`config.mk`:
```
export PLATFORM = sky130hd
export DESIGN_NAME = muldiv_unit_flat
export DESIGN_NICKNAME = d
export VERILOG_FILES = /design/src/rtl/muldiv_unit_if.sv /design/src/rtl/muldiv_unit.sv /design/src/flat_wrapper.sv
export SDC_FILE = /design/constraint.sdc
export NUM_CORES = 1
export LEC_CHECK = 0
export BUFFER_PORTS_ARGS = -buffer_cell sky130_fd_sc_hd__buf_2
export CELL_PAD_IN_SITES_DETAIL_PLACEMENT = 1
export CELL_PAD_IN_SITES_GLOBAL_PLACEMENT = 2
export CORE_MARGIN = 5
export CORE_UTILIZATION = 35
export DETAILED_ROUTE_END_ITERATION = 8
export PLACE_DENSITY = 0.79
export SKIP_LAST_GASP = 1
export SYNTH_ARGS = -nofsm -noshare
export SYNTH_HDL_FRONTEND = slang
export SYNTH_SLANG_ARGS = --single-unit
```
`constraint.sdc`:
```
create_clock -name clk -period 3.9 [get_ports clk]
set_input_delay 0.585 -clock clk [delete_from_list [all_inputs] [get_ports clk]]
set_output_delay 0.585 -clock clk [all_outputs]
set_load 0.05 [all_outputs]
```
`src/rtl/muldiv_unit_if.sv`:
```
// muldiv_unit_if: EX/D-stage handshake and HI/LO result bundle for muldiv_unit.
// The pipeline side drives through the master modport; the unit uses slave.
interface muldiv_unit_if;
  localparam int unsigned DATA_W = 32;
  localparam int unsigned OP_W   = 2;

  logic              startE;
  logic [OP_W-1:0]   opE;
  logic [DATA_W-1:0] srcaE;
  logic [DATA_W-1:0] srcbE;
  logic              mthiE;
  logic              mtloE;
  logic              mdaccessD;
  logic [DATA_W-1:0] hi;
  logic [DATA_W-1:0] lo;
  logic              busy;
  logic              mdstallD;
  logic              done;

  modport master (
    output startE, opE, srcaE, srcbE, mthiE, mtloE, mdaccessD,
    input  hi, lo, busy, mdstallD, done
  );

  modport slave (
    input  startE, opE, srcaE, srcbE, mthiE, mtloE, mdaccessD,
    output hi, lo, busy, mdstallD, done
  );
endinterface

```
`src/rtl/muldiv_unit.sv`:
```
// muldiv_unit: iterative radix-2 MULT/MULTU/DIV/DIVU with architectural HI/LO.
// Operations run on operand magnitudes for 32 cycles; a FIX cycle restores
// signs and writes HI/LO. Optional macro MULDIV_FAST_MUL_EN computes
// multiplies combinationally in a single cycle; divide is unaffected.
module muldiv_unit (
  input logic          clk,
  input logic          reset,
  muldiv_unit_if.slave mdBus
);
  localparam int unsigned W     = 32;
  localparam int unsigned W2    = 64;
  localparam int unsigned CNT_W = 5;

  localparam logic [1:0] IDLE = 2'd0;
  localparam logic [1:0] RUN  = 2'd1;
  localparam logic [1:0] FIX  = 2'd2;

  logic [1:0]       state,    stateNext;
  logic [CNT_W-1:0] cnt,      cntNext;
  logic             isDiv,    isDivNext;
  logic             negRes,   negResNext;
  logic             negRem,   negRemNext;
  logic             divZero,  divZeroNext;
  logic [W-1:0]     opM,      opMNext;
  logic [W-1:0]     accHi,    accHiNext;
  logic [W-1:0]     accLo,    accLoNext;
  logic [W-1:0]     hiReg,    hiNext;
  logic [W-1:0]     loReg,    loNext;
  logic             busyReg,  busyNext;
  logic             doneReg,  doneNext;

  // Operand magnitudes and sign flags for the incoming instruction
  logic         isSignedOp;
  logic         negA;
  logic         negB;
  logic [W-1:0] magA;
  logic [W-1:0] magB;
  logic         startIter;

  assign isSignedOp = ~mdBus.opE[0];
  assign negA       = isSignedOp & mdBus.srcaE[W-1];
  assign negB       = isSignedOp & mdBus.srcbE[W-1];
  assign magA       = negA ? W'(W'(0) - mdBus.srcaE) : mdBus.srcaE;
  assign magB       = negB ? W'(W'(0) - mdBus.srcbE) : mdBus.srcbE;

`ifdef MULDIV_FAST_MUL_EN
  // Single-cycle multiply: only divides take the iterative path
  logic          fastMul;
  logic [W2-1:0] fastProd;

  assign startIter = mdBus.startE & mdBus.opE[1];
  assign fastMul   = mdBus.startE & ~mdBus.opE[1];
  assign fastProd  = mdBus.opE[0]
                   ? W2'({{W{1'b0}}, mdBus.srcaE} * {{W{1'b0}}, mdBus.srcbE})
                   : W2'({{W{mdBus.srcaE[W-1]}}, mdBus.srcaE} *
                         {{W{mdBus.srcbE[W-1]}}, mdBus.srcbE});
`else
  assign startIter = mdBus.startE;
`endif

  // Shift-add multiply step: add multiplicand when multiplier LSB is set,
  // then shift the 65-bit {carry, accHi, accLo} right by one
  logic [W:0]   mulSum;
  logic [W-1:0] mulHi;
  logic [W-1:0] mulLo;

  assign mulSum = {1'b0, accHi} + {1'b0, opM};
  assign mulHi  = accLo[0] ? mulSum[W:1] : {1'b0, accHi[W-1:1]};
  assign mulLo  = accLo[0] ? {mulSum[0], accLo[W-1:1]} : {accHi[0], accLo[W-1:1]};

  // Restoring divide step: shift next dividend bit into the remainder and
  // keep the difference only when it does not borrow
  logic [W:0]   divShift;
  logic [W+1:0] divDiff;
  logic         divFits;
  logic [W-1:0] divHi;
  logic [W-1:0] divLo;

  assign divShift = {accHi, accLo[W-1]};
  assign divDiff  = {1'b0, divShift} - {2'b0, opM};
  assign divFits  = ~divDiff[W+1];
  assign divHi    = divFits ? divDiff[W-1:0] : divShift[W-1:0];
  assign divLo    = {accLo[W-2:0], divFits};

  // Sign-corrected results applied in FIX
  logic [W2-1:0] prodRaw;
  logic [W2-1:0] prodFix;
  logic [W-1:0]  quotFix;
  logic [W-1:0]  remFix;

  assign prodRaw = {accHi, accLo};
  assign prodFix = negRes ? W2'(W2'(0) - prodRaw) : prodRaw;
  assign quotFix = divZero ? {W{1'b1}} : (negRes ? W'(W'(0) - accLo) : accLo);
  assign remFix  = negRem ? W'(W'(0) - accHi) : accHi;

  // Next-state and datapath update logic
  always_comb begin
    stateNext   = state;
    cntNext     = cnt;
    isDivNext   = isDiv;
    negResNext  = negRes;
    negRemNext  = negRem;
    divZeroNext = divZero;
    opMNext     = opM;
    accHiNext   = accHi;
    accLoNext   = accLo;
    hiNext      = hiReg;
    loNext      = loReg;
    doneNext    = 1'b0;

    case (state)
      IDLE: begin
        if (startIter) begin
          stateNext   = RUN;
          cntNext     = CNT_W'(W - 1);
          isDivNext   = mdBus.opE[1];
          negResNext  = negA ^ negB;
          negRemNext  = negA;
          divZeroNext = mdBus.opE[1] & (mdBus.srcbE == W'(0));
          accHiNext   = W'(0);
          accLoNext   = mdBus.opE[1] ? magA : magB;
          opMNext     = mdBus.opE[1] ? magB : magA;
`ifdef MULDIV_FAST_MUL_EN
        end else if (fastMul) begin
          hiNext   = fastProd[W2-1:W];
          loNext   = fastProd[W-1:0];
          doneNext = 1'b1;
`endif
        end else begin
          if (mdBus.mthiE) hiNext = mdBus.srcaE;
          if (mdBus.mtloE) loNext = mdBus.srcaE;
        end
      end
      RUN: begin
        accHiNext = isDiv ? divHi : mulHi;
        accLoNext = isDiv ? divLo : mulLo;
        cntNext   = CNT_W'(cnt - CNT_W'(1));
        if (cnt == CNT_W'(0)) begin
          stateNext = FIX;
          cntNext   = CNT_W'(0);
        end
      end
      FIX: begin
        if (isDiv) begin
          hiNext = remFix;
          loNext = quotFix;
        end else begin
          hiNext = prodFix[W2-1:W];
          loNext = prodFix[W-1:0];
        end
        doneNext  = 1'b1;
        stateNext = IDLE;
      end
      default: begin
        stateNext = IDLE;
      end
    endcase

    busyNext = (stateNext != IDLE);
  end

  // State, datapath and architectural register update with synchronous reset
  always_ff @(posedge clk) begin
    if (reset) begin
      state   <= IDLE;
      cnt     <= CNT_W'(0);
      isDiv   <= 1'b0;
      negRes  <= 1'b0;
      negRem  <= 1'b0;
      divZero <= 1'b0;
      opM     <= W'(0);
      accHi   <= W'(0);
      accLo   <= W'(0);
      hiReg   <= W'(0);
      loReg   <= W'(0);
      busyReg <= 1'b0;
      doneReg <= 1'b0;
    end else begin
      state   <= stateNext;
      cnt     <= cntNext;
      isDiv   <= isDivNext;
      negRes  <= negResNext;
      negRem  <= negRemNext;
      divZero <= divZeroNext;
      opM     <= opMNext;
      accHi   <= accHiNext;
      accLo   <= accLoNext;
      hiReg   <= hiNext;
      loReg   <= loNext;
      busyReg <= busyNext;
      doneReg <= doneNext;
    end
  end

  assign mdBus.hi       = hiReg;
  assign mdBus.lo       = loReg;
  assign mdBus.busy     = busyReg;
  assign mdBus.done     = doneReg;
  // Stall request is combinational so a D-stage access is held off immediately
  assign mdBus.mdstallD = busyReg & mdBus.mdaccessD;
endmodule

```
`src/flat_wrapper.sv`:
```
// flat-port wrapper written by rule: the top's interface ports become plain ports
module muldiv_unit_flat 
  (clk, reset, mdBus_startE, mdBus_opE, mdBus_srcaE, mdBus_srcbE, mdBus_mthiE, mdBus_mtloE, mdBus_mdaccessD, mdBus_hi, mdBus_lo, mdBus_busy, mdBus_mdstallD, mdBus_done);
  muldiv_unit_if mdBus_i ();
  input logic clk;
  input logic reset;
  input wire logic [$bits(mdBus_i.startE)-1:0] mdBus_startE;
  input wire logic [$bits(mdBus_i.opE)-1:0] mdBus_opE;
  input wire logic [$bits(mdBus_i.srcaE)-1:0] mdBus_srcaE;
  input wire logic [$bits(mdBus_i.srcbE)-1:0] mdBus_srcbE;
  input wire logic [$bits(mdBus_i.mthiE)-1:0] mdBus_mthiE;
  input wire logic [$bits(mdBus_i.mtloE)-1:0] mdBus_mtloE;
  input wire logic [$bits(mdBus_i.mdaccessD)-1:0] mdBus_mdaccessD;
  output wire logic [$bits(mdBus_i.hi)-1:0] mdBus_hi;
  output wire logic [$bits(mdBus_i.lo)-1:0] mdBus_lo;
  output wire logic [$bits(mdBus_i.busy)-1:0] mdBus_busy;
  output wire logic [$bits(mdBus_i.mdstallD)-1:0] mdBus_mdstallD;
  output wire logic [$bits(mdBus_i.done)-1:0] mdBus_done;
  assign mdBus_i.startE = mdBus_startE;
  assign mdBus_i.opE = mdBus_opE;
  assign mdBus_i.srcaE = mdBus_srcaE;
  assign mdBus_i.srcbE = mdBus_srcbE;
  assign mdBus_i.mthiE = mdBus_mthiE;
  assign mdBus_i.mtloE = mdBus_mtloE;
  assign mdBus_i.mdaccessD = mdBus_mdaccessD;
  assign mdBus_hi = mdBus_i.hi;
  assign mdBus_lo = mdBus_i.lo;
  assign mdBus_busy = mdBus_i.busy;
  assign mdBus_mdstallD = mdBus_i.mdstallD;
  assign mdBus_done = mdBus_i.done;
  muldiv_unit u_core (.clk(clk), .reset(reset), .mdBus(mdBus_i));
endmodule
```
After elaboration in Yosys (flattened, before gate mapping) --
Index checks and enable logic that the tools add are counted.
Word-level totals: register bits after elaboration 173, bits of input ports 72
Operators by class: $add $sub $neg 8, equal/unequal tests 6, mux-type cells 32, bitwise gates (word level) 7, reductions and logical operators 10
Operators by type and width (number):
- $mux W32 | 20
- $pmux W32 S2 | 4
- $sub A1 B32 Y32 const A | 4
- $mux W64 | 1
- $sub A1 B64 Y64 const A | 1
- $sub A33 B32 Y34 | 1
- $add A32 B32 Y33 | 1
- $logic_not A32 Y1 | 1
- $mux W5 | 2
- $pmux W5 S2 | 1
- $ne A2 B2 Y1 const B | 4
- $reduce_and A3 Y1 | 2
- $reduce_bool A2 Y1 | 3
- $logic_not A5 Y1 | 1
- $sub A5 B1 Y5 const B | 1
- $and A1 B1 Y1 | 4
- $mux W2 | 2
- $pmux W2 S2 | 1
- $reduce_and A2 Y1 | 2
- $eq A2 B1 Y1 const B | 1
- $eq A2 B2 Y1 const B | 1
- $logic_not A2 Y1 | 1
- $not A1 Y1 | 2
- $mux W1 | 1
- $xor A1 B1 Y1 | 1

Longest topological paths before layout --
depth in word-level cells 6, gate-level depth with buffers 14, mapped depth without buffers 13

Worst setup path before layout --
No wires, ideal clock.
path type reg-to-reg, start point reg u_core.accLo[8], end point reg u_core.hiReg[6], in the netlist u_core.mdBus.hi[6], arrival 3.071 ns, path slack 0.702 ns, cell stages (with the launch flop) 14, cells stage by stage dfxtp_1 > buf_6 > or4_4 > or4_4 > or4_4 > or3_1 > buf_2 > nor2_4 > nor2_2 > buf_6 > nor2_2 > xnor2_1 > a222oi_1 > nor2_1
On the way: cells in the longest elaborated chain, start to end 4
RTL lines:
- start: declaration | line muldiv_unit.sv:26 | logic [W-1:0] accLo, accLoNext;
- start signal: assignment | line muldiv_unit.sv:187 | accLo <= accLoNext;
- $sub A1 B64 Y64 | line muldiv_unit.sv:92 | assign prodFix = negRes ? W2'(W2'(0) - prodRaw) : prodRaw;
- $mux W64 | line muldiv_unit.sv:92
- $mux W32 | line muldiv_unit.sv:144 | if (isDiv) begin
- $pmux W32 S2 | line muldiv_unit.sv:111 | case (state)
- end signal: assignment | line muldiv_unit.sv:188 | hiReg <= hiNext;
- end: declaration | line muldiv_unit.sv:27 | logic [W-1:0] hiReg, hiNext;
No other way between the ends. A chain may end at the register's enable or synchronous reset.

Worst setup path after layout --
start point reg u_core.accHi[1], end point reg u_core.accHi[29]
On the way: cells in the longest elaborated chain, start to end 4
RTL lines:
- start: declaration | line muldiv_unit.sv:25 | logic [W-1:0] accHi, accHiNext;
- start signal: assignment | line muldiv_unit.sv:186 | accHi <= accHiNext;
- $sub A33 B32 Y34 or $add A32 B32 Y33 (tied branches) | line muldiv_unit.sv:80, muldiv_unit.sv:67
- $mux W32 (on tied branches) | line muldiv_unit.sv:82, muldiv_unit.sv:68
- $mux W32 * | line muldiv_unit.sv:135 | accHiNext = isDiv ? divHi : mulHi;
- $pmux W32 S2 * | line muldiv_unit.sv:111
Mark *: on every way between the ends. The rest lies on a longest branch, timed or not.

==> results.tsv <==
metric	value	unit
gr-total-overflow	0	
grt_antenna_before_repair	1	
via_count	15300	
rsz0062_at_grt	true	
syn_inst	1952	
routed_wl	63400	um
grt_use_total	0.265	
numCtsBuffers	17	
hold_viol_final	0	
synth-seq-cells	173	
min_period	3700	ps
via_per_inst	5.94	
die_h	214	um
cp_data_arrival_time	4070	ps
critPathTopFamily	compound AO/OA/AOI/OAI gates	
irDropWorstVdd	0.270	mV
worstSkewPairLatency	470	ps
status	completed	
fp-row-count	74	
grt_pass1_vias	15300	
cts.htree.levels	4	
clock-sinks	173	
drt_iter0_markers	1184	
dp_cells	2549	
yosysSeqAreaShare	0.238	
numPortBuffers	138	
synth_fp_nets	2095	
dr.pass1.iters	6	
timing.slew.headroom	0.229	
synth_area_leaders	dfxtp_1, ha_1, a21oi_1, nor2_1, mux2i_1	
power_density	384	nW/um2
synth_area	14600	um2
clock_path_buffers	2	
synthArstFlopShare	0	
skew	13.8	ps
fin_cells	2581	
fillers	5100	
worst-path-buf-inv	1	
drv_cap	0	
antenna_cells	0	
drive_gt1_frac	0.139	
synth_ff_type	dfxtp_1	
drc	0	
dieArea	45800	um2
postRouteAntennaNets	0	
max_stage_delay	520	ps
synthToLayoutAreaGrowth	13.7	%
die_w	214	um
root_buffer	clkbuf_16	
path_class	flop to flop	
worst_slew_pin_slew	1150	ps
grt_pass1_wl	95200	um
core	41000	um2
synth.avg_cell_area	7.45	um2
setup_viol	0	
fin_crit_sh	0.948	
gp_congestion	0.921	
endpoint_kind	flop	
leakage	6.80	nW
initial_utilization	0.355	
cp-start-kind	flop	
total_power	6.36	mW
hold_buffers	0	
worstPathCellList	inv_1 -> fa_1 -> nor2b_1 -> o21a_1 -> o31ai_1 -> a21oi_1 -> o21ai_0 -> a311oi_1 -> a31oi_1 -> xnor2_1 -> or3_1 -> a32o_1	
grt_max_degree	76	
synth_edf_count	0	
io_pins	139	
place_hpwl	49400	um
cts_tree	built	
nNetsFinal	2179	
worstPathRequired	4270	ps
cts.clk_slew.worst_paths	70	ps
yosys.area.top_type	dfxtp_1	
crit_slowest_cell	dfxtp_1	
slew_viol_final	0	
synth.yosys.warnings	0	
synth_top_cell_area_share	0.238	
synth_cell_type_count	73	
routedWlPerCell	24.6	um
max_freq	270	MHz
worstPathMaxFanout	9	
min_path_type	flop to flop	
worst register-to-register path: cells and delay by family, from the launching register on:
kind,cells,cell delay (ps)
compound gates,7,1640
buf+inv,1,220
simple gates,2,550
fa+ha+maj,1,520
xor+xnor,1,150
flops,1,520
cells in the mapped netlist, types with 51 or more instances:
cell and count:
a21oi_1 169, clkbuf_1 125, dfxtp_1 173, ha_1 69, inv_1 65, mux2i_1 79, nand2_1 177, nor2_1 224
nor3_1 51, o21ai_0 109, xnor2_1 86, xor2_1 82
cells by family after synthesis:
group	Yosys count	share of synthesized area
AND/OR/NAND/NOR	625	0.200
AO/OA/AOI/OAI	619	0.284
buffers and inverters	210	0.0556
flip-flops	173	0.238
XOR/XNOR	168	0.101
multiplexers	86	0.0598
adder cells (fa/ha/maj)	71	0.0621
layout by cell type (no fill, tap or decap), drive strengths merged, types with 20 or more instances in the layout:
master,count
a211oi,37
a21o,34
a21oi,169
a221oi,35
a222oi,22
a31oi,24
buf,210
dfxtp,173
ha,69
inv,71
mux2i,79
nand2,177
nand3,25
nor2,229
nor2b,21
nor3,51
nor4,20
o211ai,31
o21ai,110
xnor2,86
xor2,82
cell type report:
type,count,area (um2),share of cell area
Timing Repair Buffer,210,1250,0.0753
Inverter,65,244,0.0147
Clock buffer,18,439,0.0265
Sequential cell,173,3470,0.210
Multi-Input combinational cell,1569,10300,0.624
Tap cell,532,666,0.0402
Clock inverter,14,155,0.00937
flip-flops by register name, indices dropped and copies added (netlist names):
register,flops
u_core.mdBus.hi,32
u_core.state,2
u_core.divZero,1
u_core.opM,32
u_core.cnt,5
u_core.negRem,1
u_core.accHi,32
u_core.mdBus.done,1
u_core.mdBus.busy,1
u_core.isDiv,1
u_core.accLo,32
u_core.mdBus.lo,32
u_core.negRes,1
layer usage:
layer  track usage  wire (um)  vias up  share of wire
li1              -          -     7281              -
met1         0.351      28000     7550           0.44
met2         0.444      29900      418           0.47
met3        0.0354       3060       84          0.048
met4        0.0977       2430        0          0.038
met5             0          0        -              0
metrics by stage:
stage          cell area [um2]  utilization  setup WS (ps)  hold WS [ps]  setup TNS, ps
2_1_floorplan            14600            -            702           416              0
3_3_place_gp             15900        0.389            185           425              0
3_5_place_dp             15900        0.389           94.3           452              0
4_1_cts                  16500        0.403           73.8           460              0
5_1_grt                  16500        0.403          -48.7           479          -48.7
6_report                 16500        0.403            201           463              0
path summary, 6_finish.rpt:
check,from,endpoint,slack [ps],cells past startpoint
setup / recovery,u_core.accHi[1]$_SDFFE_PP0P_,u_core.accHi[29]$_SDFFE_PP0P_,200,12
hold / removal,u_core.cnt[4]$_SDFFE_PP0P_,u_core.state[1]$_SDFF_PP0_,460,1
setup reg to reg,u_core.accHi[1]$_SDFFE_PP0P_,u_core.accHi[29]$_SDFFE_PP0P_,200,12
hold reg to reg,u_core.cnt[4]$_SDFFE_PP0P_,u_core.state[1]$_SDFF_PP0_,460,1
where the power goes:
part | switching, mW | leakage (nW) | internal (mW)
Sequential | 0.189 | 1.42 | 1.91
Combinational | 1.57 | 5.09 | 0.862
Clock | 0.860 | 0.295 | 0.974
Total | 2.62 | 6.80 | 3.74
repair_timing:
action / CTS / global route
endpoints found under the hold margin: 0 / 0
gates resized for setup: 0 / 4
setup endpoints to repair: 0 / 7
setup buffers: 0 / 0
Power figures use the tool's default switching activity.
